[src/rtl/sdram_bist_pkg.sv]
// ============================================================
// sdram_bist_pkg : shared mode codes, FSM states and LFSR step
// Rev 1.0
// ============================================================
`default_nettype none

package sdram_bist_pkg;

    localparam logic [1:0] c_MODE_INCR = 2'd0;
    localparam logic [1:0] c_MODE_ADDR = 2'd1;
    localparam logic [1:0] c_MODE_WALK = 2'd2;
    localparam logic [1:0] c_MODE_LFSR = 2'd3;

    // Right-shift Galois form of x^32 + x^22 + x^2 + x + 1
    localparam logic [31:0] c_LFSR_TAPS = 32'h8020_0003;

    typedef enum logic [2:0] {
        ST_IDLE    = 3'd0,
        ST_WR_REQ  = 3'd1,
        ST_WR_NEXT = 3'd2,
        ST_RD_SEED = 3'd3,
        ST_RD_REQ  = 3'd4,
        ST_RD_WAIT = 3'd5,
        ST_RD_NEXT = 3'd6,
        ST_DONE    = 3'd7
    } bist_state_t;

    function automatic logic [31:0] lfsr_next(input logic [31:0] s);
        return s[0] ? ((s >> 1) ^ c_LFSR_TAPS) : (s >> 1);
    endfunction

endpackage

`default_nettype wire

[src/rtl/sdram_bist_pattern_gen.sv]
// ============================================================
// bist_pattern_gen : test pattern for a word index; owns the LFSR
// Rev 1.0
// ============================================================
`default_nettype none

module bist_pattern_gen
    import sdram_bist_pkg::*;
#(
    parameter int          ADDR_W    = 23,
    parameter int          DATA_W    = 32,
    parameter logic [31:0] LFSR_SEED = 32'hACE12468
) (
    input  logic              clk100,
    input  logic              rst,
    input  logic              load_i,
    input  logic              step_i,
    input  logic [1:0]        mode_i,
    input  logic [ADDR_W:0]   idx_i,
    input  logic [ADDR_W-1:0] lo_i,
    output logic [DATA_W-1:0] pattern_o
);

    localparam logic [ADDR_W:0] c_DW = (ADDR_W+1)'(DATA_W);

    logic [31:0]     lfsr_q;
    logic [ADDR_W:0] w_sum;
    logic [ADDR_W:0] w_bit;

    // Register always holds the value for the current word: load yields word 0
    always_ff @(posedge clk100 or negedge rst) begin
        if (!rst) begin
            lfsr_q <= lfsr_next(LFSR_SEED);
        end else if (load_i) begin
            lfsr_q <= lfsr_next(LFSR_SEED);
        end else if (step_i) begin
            lfsr_q <= lfsr_next(lfsr_q);
        end
    end

    assign w_sum = {1'b0, lo_i} + idx_i;
    assign w_bit = idx_i % c_DW;

    always_comb begin
        pattern_o = '0;
        case (mode_i)
            c_MODE_INCR: pattern_o = DATA_W'(idx_i);
            c_MODE_ADDR: pattern_o = DATA_W'(w_sum);
            c_MODE_WALK: pattern_o = DATA_W'(1) << w_bit;
            default:     pattern_o = DATA_W'(lfsr_q);
        endcase
    end

endmodule

`default_nettype wire

[src/rtl/sdram_bist.sv]
// ============================================================
// sdram_bist : SDRAM write/read-back self-test engine
// Rev 1.0
// ============================================================
`default_nettype none

module sdram_bist
    import sdram_bist_pkg::*;
#(
    parameter int          ADDR_W       = 23,
    parameter int          DATA_W       = 32,
    parameter int          ERR_W        = 16,
    parameter logic [31:0] LFSR_SEED    = 32'hACE12468,
    parameter int          RD_TIMEOUT   = 1024,
    parameter bit          STOP_ON_FAIL = 1'b0
) (
    input  logic                clk100,
    input  logic                rst,
    input  logic                start,
    input  logic [1:0]          mode,
    input  logic [ADDR_W-1:0]   addr_lo,
    input  logic [ADDR_W-1:0]   addr_hi,
    output logic                busy,
    output logic                done,
    output logic                pass,
    output logic                timeout,
    output logic [ERR_W-1:0]    err_count,
    output logic [ADDR_W-1:0]   fail_addr,
    output logic [DATA_W-1:0]   fail_exp,
    output logic [DATA_W-1:0]   fail_got,
    input  logic                cmd_ready,
    output logic                cmd_enable,
    output logic                cmd_wr,
    output logic [DATA_W/8-1:0] cmd_byte_enable,
    output logic [ADDR_W-1:0]   cmd_address,
    output logic [DATA_W-1:0]   cmd_data_in,
    input  logic [DATA_W-1:0]   data_out,
    input  logic                data_out_ready
);

    localparam int              TMR_W   = $clog2(RD_TIMEOUT + 1);
    localparam logic [TMR_W-1:0] c_TMO  = TMR_W'(RD_TIMEOUT - 1);

    bist_state_t       state_q, state_d;
    logic [1:0]        mode_q, mode_d;
    logic [ADDR_W-1:0] lo_q, lo_d, hi_q, hi_d;
    logic [ADDR_W:0]   idx_q, idx_d;
    logic [TMR_W-1:0]  timer_q, timer_d;
    logic [ERR_W-1:0]  err_count_q, err_count_d;
    logic [ADDR_W-1:0] fail_addr_q, fail_addr_d;
    logic [DATA_W-1:0] fail_exp_q, fail_exp_d, fail_got_q, fail_got_d;
    logic              timeout_q, timeout_d;
    logic              valid_q, valid_d;
    logic              result_q, result_d;

    logic              w_load, w_step, w_err;
    logic [DATA_W-1:0] w_got;
    logic [DATA_W-1:0] w_pattern;
    logic [ADDR_W-1:0] w_addr;
    logic              w_last;

    bist_pattern_gen #(
        .ADDR_W    (ADDR_W),
        .DATA_W    (DATA_W),
        .LFSR_SEED (LFSR_SEED)
    ) u_pattern (
        .clk100    (clk100),
        .rst       (rst),
        .load_i    (w_load),
        .step_i    (w_step),
        .mode_i    (mode_q),
        .idx_i     (idx_q),
        .lo_i      (lo_q),
        .pattern_o (w_pattern)
    );

    assign w_addr = lo_q + idx_q[ADDR_W-1:0];
    assign w_last = (w_addr == hi_q);

    always_ff @(posedge clk100 or negedge rst) begin
        if (!rst) begin
            state_q     <= ST_IDLE;
            mode_q      <= '0;
            lo_q        <= '0;
            hi_q        <= '0;
            idx_q       <= '0;
            timer_q     <= '0;
            err_count_q <= '0;
            fail_addr_q <= '0;
            fail_exp_q  <= '0;
            fail_got_q  <= '0;
            timeout_q   <= 1'b0;
            valid_q     <= 1'b0;
            result_q    <= 1'b0;
        end else begin
            state_q     <= state_d;
            mode_q      <= mode_d;
            lo_q        <= lo_d;
            hi_q        <= hi_d;
            idx_q       <= idx_d;
            timer_q     <= timer_d;
            err_count_q <= err_count_d;
            fail_addr_q <= fail_addr_d;
            fail_exp_q  <= fail_exp_d;
            fail_got_q  <= fail_got_d;
            timeout_q   <= timeout_d;
            valid_q     <= valid_d;
            result_q    <= result_d;
        end
    end

    always_comb begin
        state_d     = state_q;
        mode_d      = mode_q;
        lo_d        = lo_q;
        hi_d        = hi_q;
        idx_d       = idx_q;
        timer_d     = timer_q;
        err_count_d = err_count_q;
        fail_addr_d = fail_addr_q;
        fail_exp_d  = fail_exp_q;
        fail_got_d  = fail_got_q;
        timeout_d   = timeout_q;
        valid_d     = valid_q;
        result_d    = result_q;
        w_load      = 1'b0;
        w_step      = 1'b0;
        w_err       = 1'b0;
        w_got       = '0;

        case (state_q)
            ST_IDLE: begin
                if (start) begin
                    mode_d      = mode;
                    lo_d        = addr_lo;
                    hi_d        = addr_hi;
                    idx_d       = '0;
                    err_count_d = '0;
                    fail_addr_d = '0;
                    fail_exp_d  = '0;
                    fail_got_d  = '0;
                    timeout_d   = 1'b0;
                    result_d    = 1'b0;
                    w_load      = 1'b1;
                    valid_d     = (addr_hi >= addr_lo);
                    state_d     = (addr_hi >= addr_lo) ? ST_WR_REQ : ST_DONE;
                end
            end
            ST_WR_REQ: begin
                if (cmd_ready) state_d = ST_WR_NEXT;
            end
            ST_WR_NEXT: begin
                if (w_last) begin
                    idx_d   = '0;
                    state_d = ST_RD_SEED;
                end else begin
                    idx_d   = idx_q + (ADDR_W+1)'(1);
                    w_step  = 1'b1;
                    state_d = ST_WR_REQ;
                end
            end
            ST_RD_SEED: begin
                w_load  = 1'b1;
                state_d = ST_RD_REQ;
            end
            ST_RD_REQ: begin
                if (cmd_ready) begin
                    timer_d = '0;
                    state_d = ST_RD_WAIT;
                end
            end
            ST_RD_WAIT: begin
                if (data_out_ready) begin
                    w_err   = (data_out != w_pattern);
                    w_got   = data_out;
                    state_d = ST_RD_NEXT;
                end else if (timer_q == c_TMO) begin
                    w_err     = 1'b1;
                    timeout_d = 1'b1;
                    state_d   = ST_RD_NEXT;
                end else begin
                    timer_d = timer_q + TMR_W'(1);
                end
                if (w_err && STOP_ON_FAIL) state_d = ST_DONE;
            end
            ST_RD_NEXT: begin
                if (w_last) begin
                    state_d = ST_DONE;
                end else begin
                    idx_d   = idx_q + (ADDR_W+1)'(1);
                    w_step  = 1'b1;
                    state_d = ST_RD_REQ;
                end
            end
            ST_DONE: begin
                result_d = 1'b1;
                state_d  = ST_IDLE;
            end
            default: state_d = ST_IDLE;
        endcase

        // A zero count means no error has been latched yet this run
        if (w_err) begin
            if (err_count_q == '0) begin
                fail_addr_d = w_addr;
                fail_exp_d  = w_pattern;
                fail_got_d  = w_got;
            end
            if (err_count_q != {ERR_W{1'b1}}) err_count_d = err_count_q + ERR_W'(1);
        end
    end

    assign busy            = (state_q != ST_IDLE) && (state_q != ST_DONE);
    assign done            = (state_q == ST_DONE);
    assign pass            = (done || result_q) && valid_q && (err_count_q == '0);
    assign timeout         = timeout_q;
    assign err_count       = err_count_q;
    assign fail_addr       = fail_addr_q;
    assign fail_exp        = fail_exp_q;
    assign fail_got        = fail_got_q;
    assign cmd_enable      = (state_q == ST_WR_REQ) || (state_q == ST_RD_REQ);
    assign cmd_wr          = (state_q == ST_WR_REQ);
    assign cmd_byte_enable = '1;
    assign cmd_address     = w_addr;
    assign cmd_data_in     = w_pattern;

endmodule

`default_nettype wire

[config.mk]
export PLATFORM = sky130hd
export DESIGN_NAME = sdram_bist
export DESIGN_NICKNAME = d
export VERILOG_FILES = /design/src/rtl/sdram_bist_pkg.sv /design/src/rtl/sdram_bist_pattern_gen.sv /design/src/rtl/sdram_bist.sv
export SDC_FILE = /design/constraint.sdc
export NUM_CORES = 1
export LEC_CHECK = 0
export ABC_AREA = 1
export BUFFER_PORTS_ARGS = -buffer_cell sky130_fd_sc_hd__clkbuf_2
export CAP_MARGIN = 40
export CORE_AREA = 2 2 164 166
export CTS_CLUSTER_DIAMETER = 60
export DETAILED_ROUTE_END_ITERATION = 12
export DIE_AREA = 0 0 166 168
export PLACE_DENSITY = 0.86
export SYNTH_ARGS = -nofsm -noshare
export SYNTH_HDL_FRONTEND = slang
export SYNTH_SLANG_ARGS = --single-unit
[constraint.sdc]
create_clock -name clk100 -period 4.9 [get_ports clk100]
set_input_delay 0.245 -clock clk100 [delete_from_list [all_inputs] [get_ports clk100]]
set_output_delay 0.245 -clock clk100 [all_outputs]
set_load 0.005 [all_outputs]
# == Word level (Yosys, flattened, before mapping) ==
# Index checks and enable logic that the tools add are counted.
# word_totals
regBits,224
input_bits,85
word_cells,116
out_inout_bits,168
# classes
bitwise_logic,1
order_cmp,1
muxes,51
addsub,5
n_eq_ne,22
n_reduce_logical,21
shift,1
# op_table
cell,count
32-bit two-way mux,13
32-bit case mux with 3 select lines,1
23-bit two-way mux,4
24-bit two-way mux,3
24-bit case mux with 3 select lines,1
16-bit two-way mux,4
11-bit two-way mux,3
32-bit inequality test,1
1-bit by 5-bit left shift with 32-bit output (first input constant),1
23-bit by 24-bit adder with 24-bit output,1
24-bit by 1-bit adder with 24-bit output (second input constant),1
3-bit case mux with 8 select lines,1
23-bit adder,1
23-bit == test,1
23-bit >= comparator,1
11-bit case mux with 2 select lines,1
3-bit two-way mux,6
16-bit by 1-bit adder with 16-bit output (second input constant),1
16-bit zero test,1
16-bit inequality test (second input constant),1
2-bit inequality test (second input constant),7
3-bit == test (second input constant),4
4-bit AND reduction,3
11-bit by 1-bit adder with 11-bit output (second input constant),1
19 further kinds,40

# == Depth between registers and ports, before layout ==
# logic_depth
depth_word,6
depth_mapped,24
ltp_nobuf,22

# == Cells and area by module ==
# From an unflattened synthesis, not the netlist that was laid out.
# hier_totals
cells_unflattened,2369
area_unflattened_um2,16101.7
# modules_own_cells
mod,area_each_um2,n_inst,cells_each,seq_area_each_um2
sdram_bist,12319.3,1,1727,4804.6
bist_pattern_gen,3782.4,1,642,817.0

# == Worst setup path before layout ==
# Ideal clock, no wire load.
# synth_timing
path_type,register -> register
from,reg idx_q[0]
to,reg idx_q[10]
t_arrival_ps,2779
required_time_ps,4775
path_stages_with_launch,19
synth_period_minus_slack_ps,2904
n_path_buf,2
slack_ps,1996
setup_ps,125
cell_sequence,dfrtp_1 > ha_1 > fa_1 > nand2_1 > inv_1 > nand2_1 > nand2_1 > nand2_1 > nand3b_1 > and2_1 > xor2_1 > nor2_1 > nand2_1 > nor3_1 > nand2_1 > buf_2 > buf_2 > o2111ai_1 > nand2_1
# synth_via
elab_chain_len,4
word_cells_on_any_way,8
cone_classes,add/sub (2); eq/ne (2); mux (3); reduce/logical (1)
# synth_rtl
element,line,rtl
"start, declared",sdram_bist.sv:47,"logic [ADDR_W:0] idx_q, idx_d;"
"start signal, assigned",sdram_bist.sv:100,idx_q <= idx_d;
23-bit adder (*),sdram_bist.sv:77,assign w_addr = lo_q + idx_q[ADDR_W-1:0];
net cmd_address[8],sdram_bist.sv:35,"output logic [ADDR_W-1:0] cmd_address,"
23-bit == test (*),sdram_bist.sv:78,assign w_last = (w_addr == hi_q);
24-bit two-way mux / 2-bit inequality test (equally long branches),-,
24-bit case mux with 3 select lines / 3-bit AND reduction (equally long branches),-,
# The timed path passes the listed nets; every way through them passes the cells marked *. The select of a mux whose other input is x is not followed.
# A chain may end at the register's enable or synchronous reset.

# == Worst setup path in the final report ==
# layout_timing
from,reg idx_q[0]
to,reg fail_got_q[9] (netlist: fail_got[9])
# layout_via
elab_chain_len,6
word_cells_on_any_way,7
cone_classes,add/sub (1); eq/ne (1); shift (1); mux (4)
# layout_rtl
element,line,rtl
23-bit by 24-bit adder with 24-bit output / 1-bit by 5-bit left shift with 32-bit output (equally long branches),"sdram_bist_pattern_gen.sv:41, sdram_bist_pattern_gen.sv:49",
32-bit case mux with 3 select lines (*),sdram_bist_pattern_gen.sv:46,case (mode_i)
32-bit inequality test (*),sdram_bist.sv:174,w_err = (data_out != w_pattern);
1-bit two-way mux (*),sdram_bist.sv:173,if (data_out_ready) begin
1-bit two-way mux (*),sdram_bist.sv:131,case (state_q)
32-bit two-way mux (*),sdram_bist.sv:203,if (w_err) begin
net fail_got_d[9],sdram_bist.sv:51,"logic [DATA_W-1:0] fail_exp_q, fail_exp_d, fail_got_q, fail_got_d;"
"end signal, assigned",sdram_bist.sv:105,fail_got_q <= fail_got_d;
"end, declared",sdram_bist.sv:51,
# The timed path passes the listed nets; every way through them passes the cells marked *.

==> results.md <==
- Area share of the largest cell type after synthesis: 0.327
- Setup crit end kind: flop
- PwrDens: 600 nW/um^2
- Antenna viol nets, final: 0
- Setup Total Neg Slack: 0 ns
- H-Tree Depth: 1
- Clk root buf: clkbuf_16
- GP Congestion: 1.03
- P_leak: 10.8 nW
- Non-filler cells, final: 3,094
- Sequential share of power: 0.272
- Sequential area share after synthesis: 0.348
- Clock share of power: 0.195
- Global-route wire length before repair: 91.3 mm
- Setup violations, final: 0
- Crit Path Max Fanout: 37
- Final Skew: 0.0152 ns
- Post-synth EDFFs: 0
- CTS Buf Count: 28
- Comb pwr share: 0.533
- 1st-iter DRT viols: 2,376
- # DRC: 0
- CP required: 5.39 ns
- Die Y: 168 um
- I/O Buffers: 248
- Avg WL per Cell: 18.9 um
- I/O pins: 253
- Syn Area/Cell: 6.50 sq um
- Max Fclk: 219 MHz
- P_int: 5.77 mW
- Row count: 60
- Starting Density: 0.613
- Vias in the first global route: 17,000
- Synth top area cells: dfrtp_1 (33%), nand2_1 (19%), nand3_1 (8.7%)
- Sw power: 5.68 mW
- Die W: 166 um
- Max VDD drop: 0.000713 V
- Commonest cells in the netlist: nand2_1 (810), inv_1 (332), nand3_1 (282)
- Hpwl dp: 41.9 mm
- Layout area overhead: 18.1%
- Sw Share: 0.496
- Nets: 2,870
- Netlist cell types: 49
- Final Cycle Share: 0.932
- Status: completed
- Hold Vio Cnt, Final: 0
- Critical path startpoint category: flop
- Tightest Hold Check Type: input pin to flop
- Top-count cell post-synth: nand2_1
- Crit Path Category: flop to flop
- Synthesis Warnings: 0
- Clock buffer depth: 3
- DR vias: 18,200
- RSZ-0062 raised after global routing: no
- Min Tclk post-route: 4.57 ns
- Die area: 27,900 sq um
- Placed Cells: 2,995
- Post_cts resized: 0
- Largest net degree at the start of global routing: 130
- Drt total wl: 58.3 mm
- GR Util All Layers: 0.409
- Cell accounting for the most synthesized area: dfrtp_1
- Worst rel slew slack: 0.395
- Fin. max-slew vios: 0
- Layout cell share with drive strength beyond 1: 0.135
- Post-synthesis cell count: 2,484
- CTS sink count: 224
- Tightest Pin Transition: 0.899 ns
- DR vias/cell: 5.89
- Ys async rst share: 1.00
- Critical path origin: idx_q[0]$_DFFE_PN0P_
- Arrival @ worst endpoint: 5.05 ns
- Number of max-cap violations: 0
- Reg2reg start: idx_q[0]$_DFFE_PN0P_
- Initial antenna violation count: 2
- TritonCTS clock tree: yes
- Hold Startpoint: addr_lo[2]
- Core ar.: 26,400 sq um
- Clk slew on worst S/H paths: 0.06 ns
- Cell Area, Synth: 16,200 sq um
- R2R setup slack: 0.33 ns
- Drt pass-1 iters: 6
- Grt ovf: 0
- #FFs+latches synth: 224
- Clk_lat worst skew: 0.56 ns
- Top_reg_cell synth: dfrtp_1
==> final timing paths <==
kind	cells past startpoint	endpoint
min reg2reg	2	lo_q[20]$_DFFE_PN0P_
max reg2reg	20	fail_got[9]$_DFF_PN0_
max	20	fail_got[9]$_DFF_PN0_
min in group asynchronous	2	fail_addr[16]$_DFF_PN0_
max in group asynchronous	3	u_pattern.lfsr_q[6]$_DFFE_PN0P_
min	3	lo_q[2]$_DFFE_PN0P_
==> cell families after synthesis <==
group           Yosys count  share of synthesized area
compound gates          266                     0.0927
flops                   224                      0.348
xor+xnor                 51                     0.0290
other cells               1                   0.000232
simple gates           1433                      0.373
buf+inv                 453                      0.113
fa+ha+maj                56                     0.0438
==> final cells by class <==
type                    count  area (sq um)
diodes                      3          7.51
clock buffers              38           800
clock inverters            13           186
fillers                  2168          7270
inverters                 340          1280
multi-input cells        1810          8740
flip-flops and latches    224          5620
well taps                 341           427
repair buffers            325          2010
==> state kept, by name, indices dropped and copies added, names as in the netlist, 11 cells and up <==
name	cells
hi_q	23
timer_q	11
fail_addr	23
fail_exp	32
idx_q	24
u_pattern.lfsr_q	32
err_count	16
fail_got	32
lo_q	23
==> power groups by stage <==
stage / combinational [mW] / sequential, mW / clock (mW)
finish: 6.11 / 3.11 / 2.23
floorplan: 3.81 / 2.94 / 0
global placement: 5.71 / 3.09 / 0
CTS: 5.93 / 3.08 / 2.24
detailed placement: 5.86 / 3.11 / 0
global route: 6.68 / 3.17 / 2.31
==> cells in the final DEF, fill, tap and decap left out, types with 4 or more instances in the layout <==
cell type,count
xnor2_1,16
nor2_4,4
buf_4,27
clkbuf_1,5
clkbuf_8,4
nand2_1,809
o2111ai_1,21
nand4_1,23
inv_1,331
nand2_2,4
ha_1,55
nor4_1,12
nand3_1,282
or2_2,10
xor2_1,33
dfstp_2,13
o21ai_0,151
inv_2,7
clkinv_2,4
o21ai_1,8
nor2_1,227
nand3b_1,18
bufinv_16,4
a21oi_1,54
conb_1,4
a221oi_1,9
nor3_1,30
dfrtp_1,211
clkbuf_16,29
a211oi_1,7
o22ai_1,5
dlygate4sd3_1,45
clkbuf_2,247
==> metal layers <==
metal | vias up | part of all wire | global-route usage
met3 | 260 | 0.11 | 0.0992
met1 | 8365 | 0.39 | 0.539
met4 | 0 | 0.057 | 0.200
met2 | 1194 | 0.44 | 0.636
li1 | 8398 | - | -
met5 | - | 0 | 0
==> worst max-delay path, cell delays in order (launching register included) <==
cell,delay [ns]
dfrtp_1,0.50
ha_1,0.30
fa_1,0.41
nand2_1,0.10
inv_1,0.06
nor2_1,0.36
nand2_1,0.20
nand4_1,0.28
inv_1,0.13
nand2_1,0.08
nand3_1,0.08
nor2_1,0.15
nand4_1,0.09
nor2_1,0.19
nand3_1,0.09
nor2_1,0.34
nand3_4,0.34
nand2_4,0.16
buf_4,0.39
nand2_1,0.13
nand2_1,0.09
==> repair_timing <==
item | CTS | global route
hold buffers | 45 | 0
setup buffers | 0 | 0
hold endpoints to repair | 139 | 0
==> metrics by stage <==
step / hold slack, ns / worst slack, ns / total power, mW / utilization / area, sq um
detailed placement: 0.319 / 0.579 / 8.97 / 0.669 / 17600
floorplan: -0.0506 / 2.00 / 6.75 / - / 16200
finish: 0.0166 / 0.334 / 11.4 / 0.724 / 19100
global placement: 0.306 / 0.698 / 8.80 / 0.667 / 17600
CTS: 0.0104 / 0.521 / 11.2 / 0.724 / 19100
global route: 0.0191 / 0.207 / 12.2 / 0.724 / 19100
Note: power is estimated with default switching activity, not from simulation.
